`config.mk`:
```
export PLATFORM = sky130hd
export DESIGN_NAME = dmem_sized
export DESIGN_NICKNAME = d
export VERILOG_FILES = /design/src/rtl/dmem_sized.sv
export SDC_FILE = /design/constraint.sdc
export NUM_CORES = 2
export LEC_CHECK = 0
export ABC_AREA = 0
export BUFFER_PORTS_ARGS = -buffer_cell sky130_fd_sc_hd__buf_2
export CAP_MARGIN = 40
export CORE_ASPECT_RATIO = 1.4
export CORE_MARGIN = 1
export CORE_UTILIZATION = 40
export CTS_CLUSTER_DIAMETER = 120
export DETAILED_ROUTE_END_ITERATION = 10
export HOLD_SLACK_MARGIN = 0.1
export PLACE_DENSITY_LB_ADDON = 0.2
export SLEW_MARGIN = 20
export SYNTH_ARGS = -nofsm -noshare
export SYNTH_HDL_FRONTEND = slang
export SYNTH_SLANG_ARGS = --single-unit
```
`constraint.sdc`:
```
create_clock -name clk -period 4.1 [get_ports clk]
set_input_delay 0.82 -clock clk [delete_from_list [all_inputs] [get_ports clk]]
set_output_delay 0.82 -clock clk [all_outputs]
set_load 0.1 [all_outputs]
```
`src/rtl/dmem_sized.sv`:
```
// Data memory for the single-cycle ARM datapath: sized byte/half/word access,
// fault detection and a post-reset sweep that zeroes the array before use.
module dmem_sized #(
  parameter int DEPTH          = 64,
  parameter bit CLEAR_ON_RESET = 1'b1
) (
  input  logic        clk,
  input  logic        rst_n,
  input  logic [31:0] A,
  input  logic [31:0] WD,
  input  logic        WE,
  input  logic [1:0]  SIZE,
  input  logic        SIGNED,
  output logic [31:0] RD,
  output logic        BUSY,
  output logic        FAULT,
  output logic        FAULT_SEEN
);

  localparam int AW = $clog2(DEPTH);
  localparam logic [AW:0] LAST = (AW+1)'(DEPTH - 1);

  typedef enum logic {CLEAR, READY} state_t;

  state_t      state, nextState;
  logic [AW:0] ptr;
  logic [31:0] mem [DEPTH];

  logic [AW-1:0] idx;
  logic          outOfRange, misaligned, doStore;
  logic [3:0]    byteEn;
  logic [31:0]   wdata, word;
  logic [7:0]    byteSel;
  logic [15:0]   halfSel;

  always_ff @(posedge clk or negedge rst_n) begin
    if (!rst_n) state <= CLEAR_ON_RESET ? CLEAR : READY;
    else        state <= nextState;
  end

  always_comb begin
    nextState = state;
    if (state == CLEAR && ptr == LAST) nextState = READY;
  end

  // ptr parks at DEPTH once the sweep ends, so it never wraps back into the array
  always_ff @(posedge clk or negedge rst_n) begin
    if (!rst_n)              ptr <= '0;
    else if (state == CLEAR) ptr <= ptr + 1'b1;
  end

  assign BUSY       = (state == CLEAR);
  assign idx        = A[AW+1:2];
  assign outOfRange = |A[31:AW+2];
  assign misaligned = (SIZE == 2'b01 && A[0]) || (SIZE == 2'b10 && A[1:0] != 2'b00);
  assign FAULT      = (state == READY) && (outOfRange || misaligned || SIZE == 2'b11);
  assign doStore    = (state == READY) && !FAULT && WE;

  always_comb begin
    byteEn = 4'b0000;
    wdata  = WD;
    case (SIZE)
      2'b00: begin
        byteEn = 4'b0001 << A[1:0];
        wdata  = {4{WD[7:0]}};
      end
      2'b01: begin
        byteEn = A[1] ? 4'b1100 : 4'b0011;
        wdata  = {2{WD[15:0]}};
      end
      2'b10: byteEn = 4'b1111;
      default: byteEn = 4'b0000;
    endcase
  end

  always_ff @(posedge clk) begin
    if (state == CLEAR) begin
      mem[ptr[AW-1:0]] <= '0;
    end else if (doStore) begin
      for (int i = 0; i < 4; i++)
        if (byteEn[i]) mem[idx][8*i +: 8] <= wdata[8*i +: 8];
    end
  end

  // Loads are combinational so the single-cycle core sees data in the same cycle
  always_comb begin
    word    = mem[idx];
    byteSel = word[{A[1:0], 3'b000} +: 8];
    halfSel = A[1] ? word[31:16] : word[15:0];
    RD      = '0;
    if (!BUSY && !FAULT) begin
      case (SIZE)
        2'b00:   RD = {{24{SIGNED & byteSel[7]}}, byteSel};
        2'b01:   RD = {{16{SIGNED & halfSel[15]}}, halfSel};
        default: RD = word;
      endcase
    end
  end

  always_ff @(posedge clk or negedge rst_n) begin
    if (!rst_n)     FAULT_SEEN <= 1'b0;
    else if (FAULT) FAULT_SEEN <= 1'b1;
  end

endmodule

```
## Word-level counts from Yosys, hierarchy flattened

Memory sizes are Yosys's and may differ from the RTL's.
Cells that the tools add are included.

| word-level totals | value |
|---|---|
| RAM bits | 2,048 |
| word-level logic and storage cells | 54 |
| memory bits (read-only) | 0 |
| input bits | 70 |
| latch bits | 0 |
| memories | 1 |
| register bits after elaboration | 9 |

| cells by class | value |
|---|---|
| shifts and indexed selects | 2 |
| magnitude comparators | 0 |
| $add $sub $neg | 1 |
| eq/ne operators | 4 |
| divide/modulo/power cells | 0 |
| mux-type cells | 26 |
| bitwise gates (word level) | 3 |
| $mul | 0 |
| reduce and logical (&&, ||, !) cells | 14 |

Memories:

| name | words | width | rd ports | clocked after memory_dff | write ports | RTL line | text |
|---|---|---|---|---|---|---|---|
| mem | 64 | 32 | 1 | 0 | 1 | 27 | `logic [31:0] mem [DEPTH];` |

Operators with widths:

| cell | number |
|---|---|
| 32-bit case mux with 2 select lines | 2 |
| 32-bit two-way mux | 2 |
| 32-bit OR reduction | 1 |
| 32-bit by 6-bit variable part select with 8-bit output | 1 |
| 24-bit OR reduction | 1 |
| 1-bit two-way mux | 17 |
| 16-bit two-way mux | 1 |
| 4-bit case mux with 3 select lines | 1 |
| 4-bit two-way mux | 2 |
| 7-bit by 1-bit adder with 7-bit output, second input constant | 1 |
| 7-bit by 6-bit equality test with 1-bit output, second input constant | 1 |
| 1-bit logical AND | 6 |
| 6-bit two-way mux | 1 |
| 2-bit equality test, second input constant | 2 |
| 1-bit by 2-bit << shifter with 4-bit output, first input constant | 1 |
| 1-bit logical OR | 3 |
| 1-bit AND | 2 |
| 2-bit by 1-bit equality test with 1-bit output, second input constant | 1 |
| 2-bit logical NOT | 1 |
| 2-bit nonzero test | 1 |
| 1-bit logical NOT | 1 |
| 1-bit inverter | 1 |

## Depth between registers and ports, before layout

| logic depth | value |
|---|---|
| depth in word-level cells | 14 |
| depth in mapped cells | 13 |
| mapped depth without buffers | 8 |

## Worst setup path before layout

Ideal clock, no wire load.

| timing | value |
|---|---|
| path type | input -> output |
| start | input A[2] |
| end | output RD[15] |
| setup slack | -1.683 ns |
| data arrival time | 4.963 ns |
| required time | 3.280 ns |
| buffers on the path | 5 |
| stages on the path | 13 |
| cell sequence | buf_6 -> buf_12 -> buf_8 -> buf_6 -> buf_6 -> mux2i_1 -> a22oi_1 -> nand3_1 -> a41oi_1 -> nor2_1 -> o32ai_2 -> o21ai_0 -> a221oi_1 |

| between the ends | value |
|---|---|
| cells in the longest elaborated chain, start to end | 5 |

RTL lines:

| what | RTL line | text |
|---|---|---|
| start: declaration | 9 | `input logic [31:0] A,` |
| memory read 64 x 32 bit * | -- |  |
| 32-bit by 6-bit variable part select with 8-bit output | 88 | `byteSel = word[{A[1:0], 3'b000} +: 8];` |
| 1-bit AND | 93 | `2'b00: RD = {{24{SIGNED & byteSel[7]}}, byteSel};` |
| 32-bit case mux with 2 select lines * | 92 | `case (SIZE)` |
| 32-bit two-way mux * | 91 | `if (!BUSY && !FAULT) begin` |
| end: declaration | 14 | `output logic [31:0] RD,` |

Every way passes the cells marked *; elsewhere a longest branch is shown, timed or not.

## Final worst setup path

| timing | value |
|---|---|
| start | input A[2] |
| end | output RD[1] |

| between the ends | value |
|---|---|
| cells in the longest elaborated chain, start to end | 4 |

RTL lines:

| what | RTL line |
|---|---|
| memory read 64 x 32 bit * | -- |
| 32-bit by 6-bit variable part select with 8-bit output or 16-bit two-way mux (tied branches) | 88, 89 |
| 32-bit case mux with 2 select lines * | 92 |
| 32-bit two-way mux * | 91 |

Marks and branches as above.

==> results.txt <==
----------------------------------------------------
[Status]
  Status ... finished, violations left
  Failing checks ... setup timing

[Worst setup path]
  Critical path start-end classification ... primary input to output port
  CP arrival ... 3.71 ns
  Required arrival time at the worst endpoint ... 3.28 ns
  Highest fanout seen on the critical path ... 8
  Critical Path Sink Type ... output port
  Startpoint class of the critical path ... primary input

[Die]
  Die span in y ... 533.5 um
  I/O pin cnt ... 105
  Die X-Extent ... 381.6 um
  Initial Utilization ... 0.4035
  Die Outline Area ... 203600 um^2
  Area of the placeable core ... 200000 um^2
  Number of standard-cell rows in the floorplan ... 194

[Layout]
  Total of fill cells in the finished design ... 16090
  Most frequent cells in the layout ... 2048 x sky130_fd_sc_hd__edfxtp_1, 695 x sky130_fd_sc_hd__buf_4, 532 x sky130_fd_sc_hd__mux4_2
  Post-synthesis to final-layout area growth ... 24.95%
  Commonest non-fill, non-tap cell in the layout ... sky130_fd_sc_hd__edfxtp_1
  Net count, final ... 4863
  Fraction of final layout cells with drive strength greater than 1 ... 0.4159
  Final Util ... 0.5042

[STA]
  Minimum period implied by the final worst setup slack ... 4.535 ns
  Unrepaired setup endpoints after global routing ... true
  Max-slew headroom ... 0.5206
  Number of hold violations in the final report ... 0
  Fmax achieved ... 220.5 MHz
  Slew at the pin closest to its max-slew limit ... 0.7191 ns
  Setup ws final ... -0.4348 ns
  Final-layout worst hold slack ... 0.4145 ns
  Count of final setup violators ... 32
  Total negative slack ... -11.71 ns
  Final Max Slew Viols ... 0
  Worst-case clock skew ... 0.03952 ns
  Final critical-path share of the clock period ... 1.106

[Yosys]
  Post-synthesis cell type count ... 65
  Gate count after technology mapping ... 3799
  Netlist Area Pre-Place ... 80710 um^2
  Post-synthesis area per instance ... 21.24 um^2
  EDFF count, synth ... 2048
  Number of synthesized register bits ... 2057
  Most frequently used flop master after synthesis ... sky130_fd_sc_hd__edfxtp_1
  Mapped Nets ... 3870
  Synth async-reset ratio ... 0.004375
  Sequential-to-total area share from yosys stat ... 0.7648
  Synth warn ... 0

[Clocking]
  Clock buffer count from CTS ... 199
  Insertion delay of the later-clocked pin in the worst-skew pair ... 0.83 ns
  Buffer levels on the longest clock path ... 4
  Root buf cell ... sky130_fd_sc_hd__clkbuf_16
  Clock tree from TritonCTS ... done
  Clock-pin slew on the worst setup and hold paths ... 0.07 ns
  Maximum level of the CTS H-tree ... 4
  # clock sinks ... 2057

[Placed design]
  Number of buffers added on ports ... 104
  Placer's final routability congestion estimate ... 0.8560
  Setup slack after placement ... -1.373 ns
  DP HPWL ... 150900 um

[Global routing]
  Number of global-route vias before repair ... 43840
  Global-route wire length before repair ... 321100 um
  Overall Global Routing Usage ... 0.2208
  Leftover overflow at the end of global routing ... 0
  Initial antenna violation count ... 10
  Pin count of the biggest net entering global routing ... 65

[Power and ir drop]
  PD cells ... 418.3 nW/um^2
  Cell leakage power ... 28.23 nW
  Maximum vdd drop ... 0.3163 mV
  Total design power ... 42.18 mW

[Route]
  Via count of the routed design ... 42590
  Post-detailed-routing wire length ... 225700 um
  Count of antenna-violating nets left after detailed routing ... 0
  Vias per std cell ... 5.612
  Detailed-route DRC error count ... 0
  Number of DRC markers after the initial detailed-route iteration ... 4190
  Average wire per standard cell ... 29.74 um
  Number of iterations in the first detailed-routing pass ... 7

[Min path]
  Path type of the worst min-delay path ... primary input to asynchronous set/reset pin

[Run]
  Count of max-cap constraint violations ... 0

----------------------------------------------------
flip-flops by register name (all words and copies together), names as in the netlist:
register    cells
mem          2048
ptr             7
FAULT_SEEN      1
state           1
per-stage QoR:
stage | cell area, um^2 | std cells
after global placement | 92210 | 7139
final | 100800 | 7588
after global routing | 100800 | 7588
after CTS | 100000 | 7536
after detailed placement | 92220 | 7140
after floorplan | 81210 | 3799
metal layers:
layer,track usage,up-vias,wire length [um]
li1,-,17900,-
met1,0.2874,22940,89240
met2,0.3865,1402,117000
met3,0.03207,333,13590
met4,0.05889,6,5798
met5,0,-,41
power by group:
| part | internal (mW) | switching (mW) |
|---|---|---|
| Combinational | 0.883 | 1.05 |
| Clock | 9.80 | 7.69 |
| Sequential | 22.8 | 0.000000000374 |
Yosys cell counts (all sizes together), types with 4 or more instances:
cell    number  area, um^2
a211oi       8       60.06
a21oi       66       330.3
a221o        4       40.04
a221oi      31       271.5
a22o        31       271.5
a22oi      109       818.3
a31oi       12       75.07
and2         5       31.28
and3        12       75.07
buf        141       922.1
clkbuf      88       330.3
dfrtp        9       225.2
edfxtp    2048       61500
inv          8       30.03
mux2        18       202.7
mux2i       52       520.5
mux4       540       12190
nand2      142       533.0
nand2b       7       43.79
nand3       14       70.07
nand3b       5       37.54
nand4        6       37.54
nand4b       5       43.79
nor2       318        1194
nor2b       12       75.07
nor3         8       40.04
nor4         5       31.28
o211ai       4       35.03
o21ai       30       165.2
o221ai       7       61.31
o22ai       11       68.82
o31ai        6       65.06
xnor2        6       52.55
what timing repair did:
action | in CTS | in global routing
buffers inserted | 32 | 55
hold endpoints to repair | 9 | 0
pin swaps | 21 | 40
endpoints found under the setup margin | 32 | 32
hold buffers | 1 | 0
cloned | 15 | 3
resized for setup | 208 | 94
final timing paths:
kind	depth (start not counted)	slack (ns)	endpoint	start
max	10	-0.43	RD[1]	A[2]
min	2	0.41	FAULT_SEEN	rst_n
max reg2reg	9	1.04	mem[34][19]	state
min reg2reg	1	0.48	FAULT_SEEN	FAULT_SEEN
max in group asynchronous	2	3.40	ptr[2]	rst_n
min in group clk	1	0.48	FAULT_SEEN	FAULT_SEEN
cell type report:
class,count,area (um^2),area share
Antenna cell,1,2.502,0.00002481
Clock buffer,245,5202,0.05159
Clock inverter,105,874.6,0.008672
Inverter,9,36.28,0.0003598
Multi-Input combinational cell,1504,19140,0.1897
Sequential cell,2057,61720,0.6121
Tap cell,2646,3311,0.03283
Timing Repair Buffer,1021,10560,0.1047
kinds of logic after synthesis:
kind of cell    Yosys count  share of synthesized area
buf+inv                 238                    0.01594
simple gates            553                    0.02873
fa+ha+maj                 1                  0.0001550
mux                     610                     0.1600
xor+xnor                  6                  0.0006511
compound gates          334                    0.02973
flops                  2057                     0.7648
critical path, stage by stage:
cell                      delay [ns]
sky130_fd_sc_hd__buf_16         0.17
sky130_fd_sc_hd__buf_6          0.14
sky130_fd_sc_hd__buf_16         0.17
sky130_fd_sc_hd__buf_16         0.16
sky130_fd_sc_hd__mux4_2         0.55
sky130_fd_sc_hd__mux4_2         0.54
sky130_fd_sc_hd__mux4_2         0.63
sky130_fd_sc_hd__nand2_4        0.15
sky130_fd_sc_hd__a31oi_4        0.14
sky130_fd_sc_hd__buf_12         0.19
(Power assumes the default switching activity.)
